[src/rtl/boron_pkg.sv]
// Shared types and constants for the boron core arbiter and its sub-blocks.
package boron_pkg;

  localparam int KEY_W          = 80;
  localparam int TEXT_W         = 64;
  localparam int NUM_ROUNDS_DEF = 26;
  localparam int TIMEOUT_DEF    = 40;

  typedef enum logic [1:0] {
    IDLE  = 2'd0,
    ISSUE = 2'd1,
    RUN   = 2'd2,
    RESP  = 2'd3
  } state_t;

endpackage

[src/rtl/boron_core_arbiter_if.sv]
// Requester-side and core-side handshake bundle of the boron core arbiter.
interface boron_core_arbiter_if;
  import boron_pkg::*;

  logic [1:0]             req_valid;
  logic [1:0][KEY_W-1:0]  req_key;
  logic [1:0][TEXT_W-1:0] req_text;
  logic [1:0]             req_ready;

  logic [1:0]             rsp_valid;
  logic [1:0]             rsp_ready;
  logic [TEXT_W-1:0]      rsp_text;
  logic                   rsp_error;

  logic                   core_start;
  logic [KEY_W-1:0]       core_key;
  logic [TEXT_W-1:0]      core_text;
  logic                   core_done;
  logic [TEXT_W-1:0]      core_cipher;

  modport slave (
    input  req_valid, req_key, req_text, rsp_ready, core_done, core_cipher,
    output req_ready, rsp_valid, rsp_text, rsp_error, core_start, core_key, core_text
  );

  modport master (
    output req_valid, req_key, req_text, rsp_ready, core_done, core_cipher,
    input  req_ready, rsp_valid, rsp_text, rsp_error, core_start, core_key, core_text
  );

endinterface

[src/rtl/boron_rr_arb2.sv]
// Two-way round-robin grant; the last-grant pointer moves only when a grant is taken.
module boron_rr_arb2 (
  input  logic       clk,
  input  logic       reset,
  input  logic [1:0] req,
  input  logic       take,
  output logic [1:0] grant
);

  logic last;

  // On a tie the requester that did not win last time goes first.
  always_comb begin
    grant = req;
    if (req == 2'b11) grant = last ? 2'b01 : 2'b10;
  end

  always_ff @(posedge clk) begin
    if (reset) begin
      last <= 1'b1;
    end else if (take && (|req)) begin
      last <= grant[1];
    end
  end

endmodule

[src/rtl/boron_core_arbiter.sv]
// Front end sharing one block-cipher core between two requesters: round-robin
// grant, one-cycle launch, timeout abort and a held per-requester response.
module boron_core_arbiter
  import boron_pkg::*;
#(
  parameter int NUM_ROUNDS = NUM_ROUNDS_DEF,
  parameter int TIMEOUT    = TIMEOUT_DEF
) (
  input  logic                clk,
  input  logic                reset,
  boron_core_arbiter_if.slave bus,
  output logic                busy
);

  localparam int CNT_W = (TIMEOUT > 2) ? $clog2(TIMEOUT) : 1;

  generate
    if (TIMEOUT <= NUM_ROUNDS) begin : g_bad_timeout
      $error("boron_core_arbiter: TIMEOUT must exceed NUM_ROUNDS");
    end
  endgenerate

  state_t            state;
  state_t            state_next;
  logic [1:0]        grant;
  logic              gnt_idx;
  logic [CNT_W-1:0]  tmo_cnt;
  logic [CNT_W-1:0]  cnt_next;
  logic              expire;
  logic [1:0]        req_ready;
  logic [1:0]        rsp_valid;
  logic              core_start;
  logic [KEY_W-1:0]  core_key;
  logic [TEXT_W-1:0] core_text;
  logic [TEXT_W-1:0] rsp_text;
  logic              rsp_error;

  boron_rr_arb2 u_rr (
    .clk   (clk),
    .reset (reset),
    .req   (bus.req_valid),
    .take  (state == IDLE),
    .grant (grant)
  );

  // Expiry looks at the post-increment count so the abort response lands
  // exactly TIMEOUT cycles after the launch pulse.
  assign cnt_next = tmo_cnt + 1'b1;
  assign expire   = (cnt_next == CNT_W'(TIMEOUT - 1));

  // NOTE: sequential state uses non-blocking assignments only.
  always_ff @(posedge clk) begin
    if (reset) state <= IDLE;
    else       state <= state_next;
  end

  // NOTE: every output of this block is defaulted first so no latch is inferred.
  always_comb begin
    state_next = state;
    req_ready  = 2'b00;
    rsp_valid  = 2'b00;
    core_start = 1'b0;
    case (state)
      IDLE: begin
        if (|bus.req_valid) begin
          req_ready  = grant;
          state_next = ISSUE;
        end
      end
      ISSUE: begin
        core_start = 1'b1;
        state_next = RUN;
      end
      RUN: begin
        if (bus.core_done || expire) state_next = RESP;
      end
      RESP: begin
        rsp_valid = gnt_idx ? 2'b10 : 2'b01;
        if (bus.rsp_ready[gnt_idx]) state_next = IDLE;
      end
      default: state_next = IDLE;
    endcase
  end

  // core_done is only looked at in RUN, so a stray or late pulse is harmless.
  always_ff @(posedge clk) begin
    if (reset) begin
      gnt_idx   <= 1'b0;
      tmo_cnt   <= '0;
      core_key  <= '0;
      core_text <= '0;
      rsp_text  <= '0;
      rsp_error <= 1'b0;
    end else begin
      case (state)
        IDLE: begin
          if (|bus.req_valid) begin
            gnt_idx   <= grant[1];
            core_key  <= bus.req_key[grant[1]];
            core_text <= bus.req_text[grant[1]];
          end
        end
        ISSUE: tmo_cnt <= '0;
        RUN: begin
          tmo_cnt <= cnt_next;
          if (bus.core_done) begin
            rsp_text  <= bus.core_cipher;
            rsp_error <= 1'b0;
          end else if (expire) begin
            rsp_text  <= '0;
            rsp_error <= 1'b1;
          end
        end
        default: ;
      endcase
    end
  end

  assign bus.req_ready  = req_ready;
  assign bus.rsp_valid  = rsp_valid;
  assign bus.rsp_text   = rsp_text;
  assign bus.rsp_error  = rsp_error;
  assign bus.core_start = core_start;
  assign bus.core_key   = core_key;
  assign bus.core_text  = core_text;
  assign busy           = (state != IDLE);

endmodule

[src/flat_wrapper.sv]
// flat-port wrapper written by rule: the top's interface ports become plain ports
module boron_core_arbiter_flat import boron_pkg::*;
#(
  parameter int NUM_ROUNDS = NUM_ROUNDS_DEF,
  parameter int TIMEOUT    = TIMEOUT_DEF
)
  (clk, reset, busy, bus_req_valid, bus_req_key, bus_req_text, bus_rsp_ready, bus_core_done, bus_core_cipher, bus_req_ready, bus_rsp_valid, bus_rsp_text, bus_rsp_error, bus_core_start, bus_core_key, bus_core_text);
  boron_core_arbiter_if bus_i ();
  input  logic clk;
  input  logic reset;
  output logic busy;
  input wire logic [$bits(bus_i.req_valid)-1:0] bus_req_valid;
  input wire logic [$bits(bus_i.req_key)-1:0] bus_req_key;
  input wire logic [$bits(bus_i.req_text)-1:0] bus_req_text;
  input wire logic [$bits(bus_i.rsp_ready)-1:0] bus_rsp_ready;
  input wire logic [$bits(bus_i.core_done)-1:0] bus_core_done;
  input wire logic [$bits(bus_i.core_cipher)-1:0] bus_core_cipher;
  output wire logic [$bits(bus_i.req_ready)-1:0] bus_req_ready;
  output wire logic [$bits(bus_i.rsp_valid)-1:0] bus_rsp_valid;
  output wire logic [$bits(bus_i.rsp_text)-1:0] bus_rsp_text;
  output wire logic [$bits(bus_i.rsp_error)-1:0] bus_rsp_error;
  output wire logic [$bits(bus_i.core_start)-1:0] bus_core_start;
  output wire logic [$bits(bus_i.core_key)-1:0] bus_core_key;
  output wire logic [$bits(bus_i.core_text)-1:0] bus_core_text;
  assign bus_i.req_valid = bus_req_valid;
  assign bus_i.req_key = bus_req_key;
  assign bus_i.req_text = bus_req_text;
  assign bus_i.rsp_ready = bus_rsp_ready;
  assign bus_i.core_done = bus_core_done;
  assign bus_i.core_cipher = bus_core_cipher;
  assign bus_req_ready = bus_i.req_ready;
  assign bus_rsp_valid = bus_i.rsp_valid;
  assign bus_rsp_text = bus_i.rsp_text;
  assign bus_rsp_error = bus_i.rsp_error;
  assign bus_core_start = bus_i.core_start;
  assign bus_core_key = bus_i.core_key;
  assign bus_core_text = bus_i.core_text;
  boron_core_arbiter #(.NUM_ROUNDS(NUM_ROUNDS), .TIMEOUT(TIMEOUT)) u_core (.clk(clk), .reset(reset), .bus(bus_i), .busy(busy));
endmodule
[config.mk]
export PLATFORM = sky130hd
export DESIGN_NAME = boron_core_arbiter_flat
export DESIGN_NICKNAME = d
export VERILOG_FILES = /design/src/rtl/boron_pkg.sv /design/src/rtl/boron_core_arbiter_if.sv /design/src/rtl/boron_rr_arb2.sv /design/src/rtl/boron_core_arbiter.sv /design/src/flat_wrapper.sv
export SDC_FILE = /design/constraint.sdc
export NUM_CORES = 1
export LEC_CHECK = 0
export BUFFER_PORTS_ARGS = -buffer_cell sky130_fd_sc_hd__clkbuf_2
export CAP_MARGIN = 10
export CORE_AREA = 2 2 226 228
export CTS_CLUSTER_SIZE = 16
export DETAILED_ROUTE_END_ITERATION = 12
export DIE_AREA = 0 0 228 230
export PLACE_DENSITY_LB_ADDON = 0.12
export SYNTH_ARGS = -nofsm -noshare
export SYNTH_HDL_FRONTEND = slang
export SYNTH_SLANG_ARGS = --single-unit
[constraint.sdc]
create_clock -name clk -period 3.3 [get_ports clk]
set_input_delay 0.165 -clock clk [delete_from_list [all_inputs] [get_ports clk]]
set_output_delay 0.165 -clock clk [all_outputs]
set_load 0.05 [all_outputs]
==> load_flow_metrics.sql <==
INSERT INTO impl_metrics (metric_group, metric, value, unit) VALUES
('routing', 'detail_routed_net_length_per_standard_cell', '16.6', 'um'),
('timing', 'clock_skew', '0.0141', 'ns'),
('logic_synthesis', 'synth_sequential_area_ratio', '0.456', ''),
('setup_path', 'crit_path_max_fanout', '71', ''),
('floorplanning', 'chipWidth', '228', 'um'),
('final_layout', 'layout.cell_area.non_filler', '16600', 'um^2'),
('logic_synthesis', 'main_area_contributors_after_synthesis', 'dfxtp_1, mux2i_1, a211oi_1', ''),
('setup_path', 'slowest_stage_cell_on_the_critical_path', 'dlygate4sd3_1', ''),
('timing', 'setup_total_negative_slack', '0', 'ns'),
('logic_synthesis', 'synth_cell_types', '39', ''),
('placed_design', 'place.detailed.instances', '2180', ''),
('status', 'run_status', 'complete, no violations', ''),
('power', 'static_leakage', '7.31', 'nW'),
('final_layout', 'layout.nets', '2168', ''),
('power', 'vdd_ir_drop_max', '0.363', 'mV'),
('timing', 'max_slew_margin', '0.412', ''),
('logic_synthesis', 'synth.most_common_cell', 'dfxtp_1', ''),
('logic_synthesis', 'netlist_instances', '1012', ''),
('clocking', 'clockRootBuffer', 'clkbuf_16', ''),
('timing', 'final_min_period_over_clock_period', '0.700', ''),
('logic_synthesis', 'synth_seq_cells', '219', ''),
('routing', 'first_pass_iters', '4', ''),
('routing', 'finalWirelength', '41.3', 'mm'),
('setup_path', 'worst-endpoint-required', '3.76', 'ns'),
('setup_path', 'critical-path-top-delay-family', 'buffers and inverters', ''),
('power', 'power_density', '835', 'nW/um^2'),
('logic_synthesis', 'synth_nets', '1377', ''),
('routing', 'drt-initial-drc-count', '421', ''),
('logic_synthesis', 'synth.top_cells.by_count', 'dfxtp_1, nor2_1, mux2i_1', ''),
('timing', 'max_freq', '433', 'MHz'),
('final_layout', 'final_cell_count_no_fill', '2493', ''),
('placed_design', 'dp_worst_setup_slack', '1.17', 'ns'),
('logic_synthesis', 'number_of_enable_flip_flop_cells_after_synthesis', '0', ''),
('setup_path', 'timing.critical_path.arrival', '2.77', 'ns'),
('setup_path', 'critPathKind', 'reg -> reg', ''),
('logic_synthesis', 'ys_warn_count', '0', ''),
('setup_path', 'crit_path_end_kind', 'flip-flop', ''),
('final_layout', 'n_antenna_cell', '0', ''),
('routing', 'route.vias.total', '10600', ''),
('placed_design', 'hpwlAfterDp', '30.0', 'mm'),
('clocking', 'tritoncts', 'yes', ''),
('routing', 'antenna_left', '0', ''),
('timing', 'grt_setup_unrepaired', 'false', ''),
('clocking', 'cts_buffers', '28', ''),
('logic_synthesis', 'cell_taking_the_most_area_after_synthesis', 'dfxtp_1', ''),
('clocking', 'number_of_setup_buffers_added_after_cts', '0', ''),
('timing', 'max_slew_violation_count', '0', ''),
('placed_design', 'area_of_placed_instances', '13000', 'um^2'),
('floorplanning', 'floorplan.io_pins', '574', ''),
('logic_synthesis', 'ys_dominant_reg_cell', 'dfxtp_1', ''),
('global_route', 'grt_antenna_before_repair', '0', ''),
('timing', 'worstMarginPinSlew', '0.883', 'ns'),
('global_route', 'grt_first_pass_wirelength', '63.4', 'mm'),
('timing', 'timing.final.setup_violations', '0', ''),
('final_layout', 'drive_gt1_frac', '0.360', ''),
('clocking', 'cts_sinks', '219', ''),
('setup_path', 'crit_path_frequent_cell', 'buf_12', ''),
('routing', 'drcViolationCount', '0', ''),
('clocking', 'cts_buffer_depth', '3', ''),
('logic_synthesis', 'synth-async-reset-ratio', '0', ''),
('logic_synthesis', 'synth_top_area_share', '0.456', ''),
('global_route', 'grt_max_degree', '103', ''),
('global_route', 'grt.total_usage', '0.152', ''),
('global_route', 'grt-busiest-layer', 'met2', ''),
('setup_path', 'timing.critical_path.buf_inv', '3', ''),
('global_route', 'globalRouteOverflowTotal', '0', ''),
('final_layout', 'final_core_utilization', '0.333', ''),
('final_layout', 'areaGrowthSynthToFinish', '72.4', '%'),
('floorplanning', 'core.rowCount', '82', ''),
('global_route', 'grt.met1_usage', '0.171', ''),
('placed_design', 'placement.io_buffers', '573', '');
==> final cells by class <==
| type | count | area [um^2] | area share |
|---|---|---|---|
| Tap cell | 672 | 841 | 0.0507 |
| Inverter | 8 | 30.0 | 0.00181 |
| Multi-Input combinational cell | 686 | 4690 | 0.283 |
| Timing Repair Buffer | 860 | 5750 | 0.347 |
| Sequential cell | 219 | 4380 | 0.264 |
| Clock buffer | 41 | 820 | 0.0494 |
| Clock inverter | 7 | 75.1 | 0.00452 |
==> per-stage QoR <==
step | hold slack (ns) | power [mW]
2_1_floorplan | 0.325 | 8.84
3_3_place_gp | 0.429 | 10.6
3_5_place_dp | 0.436 | 10.7
4_1_cts | 0.000923 | 14.1
5_1_grt | 0.00585 | 14.7
6_report | 0.0167 | 13.9
==> logic make-up after synthesis <==
group	synth area share
xor+xnor	0.000910
buf+inv	0.0588
simple gates	0.0984
compound gates	0.225
fa+ha+maj	0.00780
mux	0.153
flops	0.456
==> final timing paths <==
kind                            cells past startpoint                            from                               endpoint  slack, ns
worst max-delay path                                6   u_core.u_rr.last$_SDFFE_PP1P_  u_core.bus.core_text[12]$_SDFFE_PP0P_       0.99
worst min-delay path                                3                bus_req_text[21]  u_core.bus.core_text[21]$_SDFFE_PP0P_       0.02
worst max register to register                      6   u_core.u_rr.last$_SDFFE_PP1P_  u_core.bus.core_text[12]$_SDFFE_PP0P_       0.99
worst min register to register                      2  u_core.tmo_cnt[5]$_SDFFE_PP0P_         u_core.tmo_cnt[5]$_SDFFE_PP0P_       0.49
==> routing by layer <==
metal | part of all wire | vias to the layer above
li1 | - | 5336
met4 | 0.030 | 0
met2 | 0.52 | 319
met3 | 0.060 | 64
met5 | 0 | -
met1 | 0.39 | 4875
==> registers in the layout, summed over array words and instances (netlist names) <==
signal and cells:
u_core.bus.core_key 80, u_core.tmo_cnt 6, u_core.u_rr.last 1, u_core.bus.core_text 64, u_core.gnt_idx 1, u_core.bus.rsp_error 1, u_core.bus.rsp_text 64, u_core.state 2
==> timing repair <==
action	CTS	global route
endpoints found under the hold margin	168	0
hold buffers	265	0
resized for setup	0	0
==> worst reg2reg max path, stage by stage (launching register included) <==
cell and delay (ns):
dfxtp_1 0.34, a21boi_4 0.15, buf_12 0.22, buf_12 0.37, mux2i_1 0.32, dlygate4sd3_1 0.60
a211oi_1 0.23
==> cells in the final DEF (no fill, tap or decap), types with 7 or more instances in the layout <==
| cell | Yosys | final |
|---|---|---|
| clkbuf_2 | 0 | 572 |
| a311oi_1 | 63 | 63 |
| a211oi_2 | 10 | 10 |
| clkbuf_8 | 0 | 7 |
| dlygate4sd3_1 | 0 | 265 |
| mux2i_1 | 146 | 146 |
| dfxtp_1 | 219 | 219 |
| nor2_1 | 152 | 152 |
| a21oi_1 | 70 | 70 |
| nand2_1 | 69 | 69 |
| inv_1 | 8 | 8 |
| buf_4 | 11 | 17 |
| clkbuf_16 | 0 | 28 |
| a211oi_1 | 134 | 134 |
==> power by group <==
group / internal, mW / leakage (nW) / total (mW) / switching (mW)
clock: 1.78 / 0.443 / 2.99 / 1.21
sequential: 3.41 / 1.80 / 3.81 / 0.402
combinational: 1.96 / 5.07 / 7.05 / 5.10
total: 7.15 / 7.31 / 13.9 / 6.71
No activity file was read; power rests on OpenSTA's default activity.
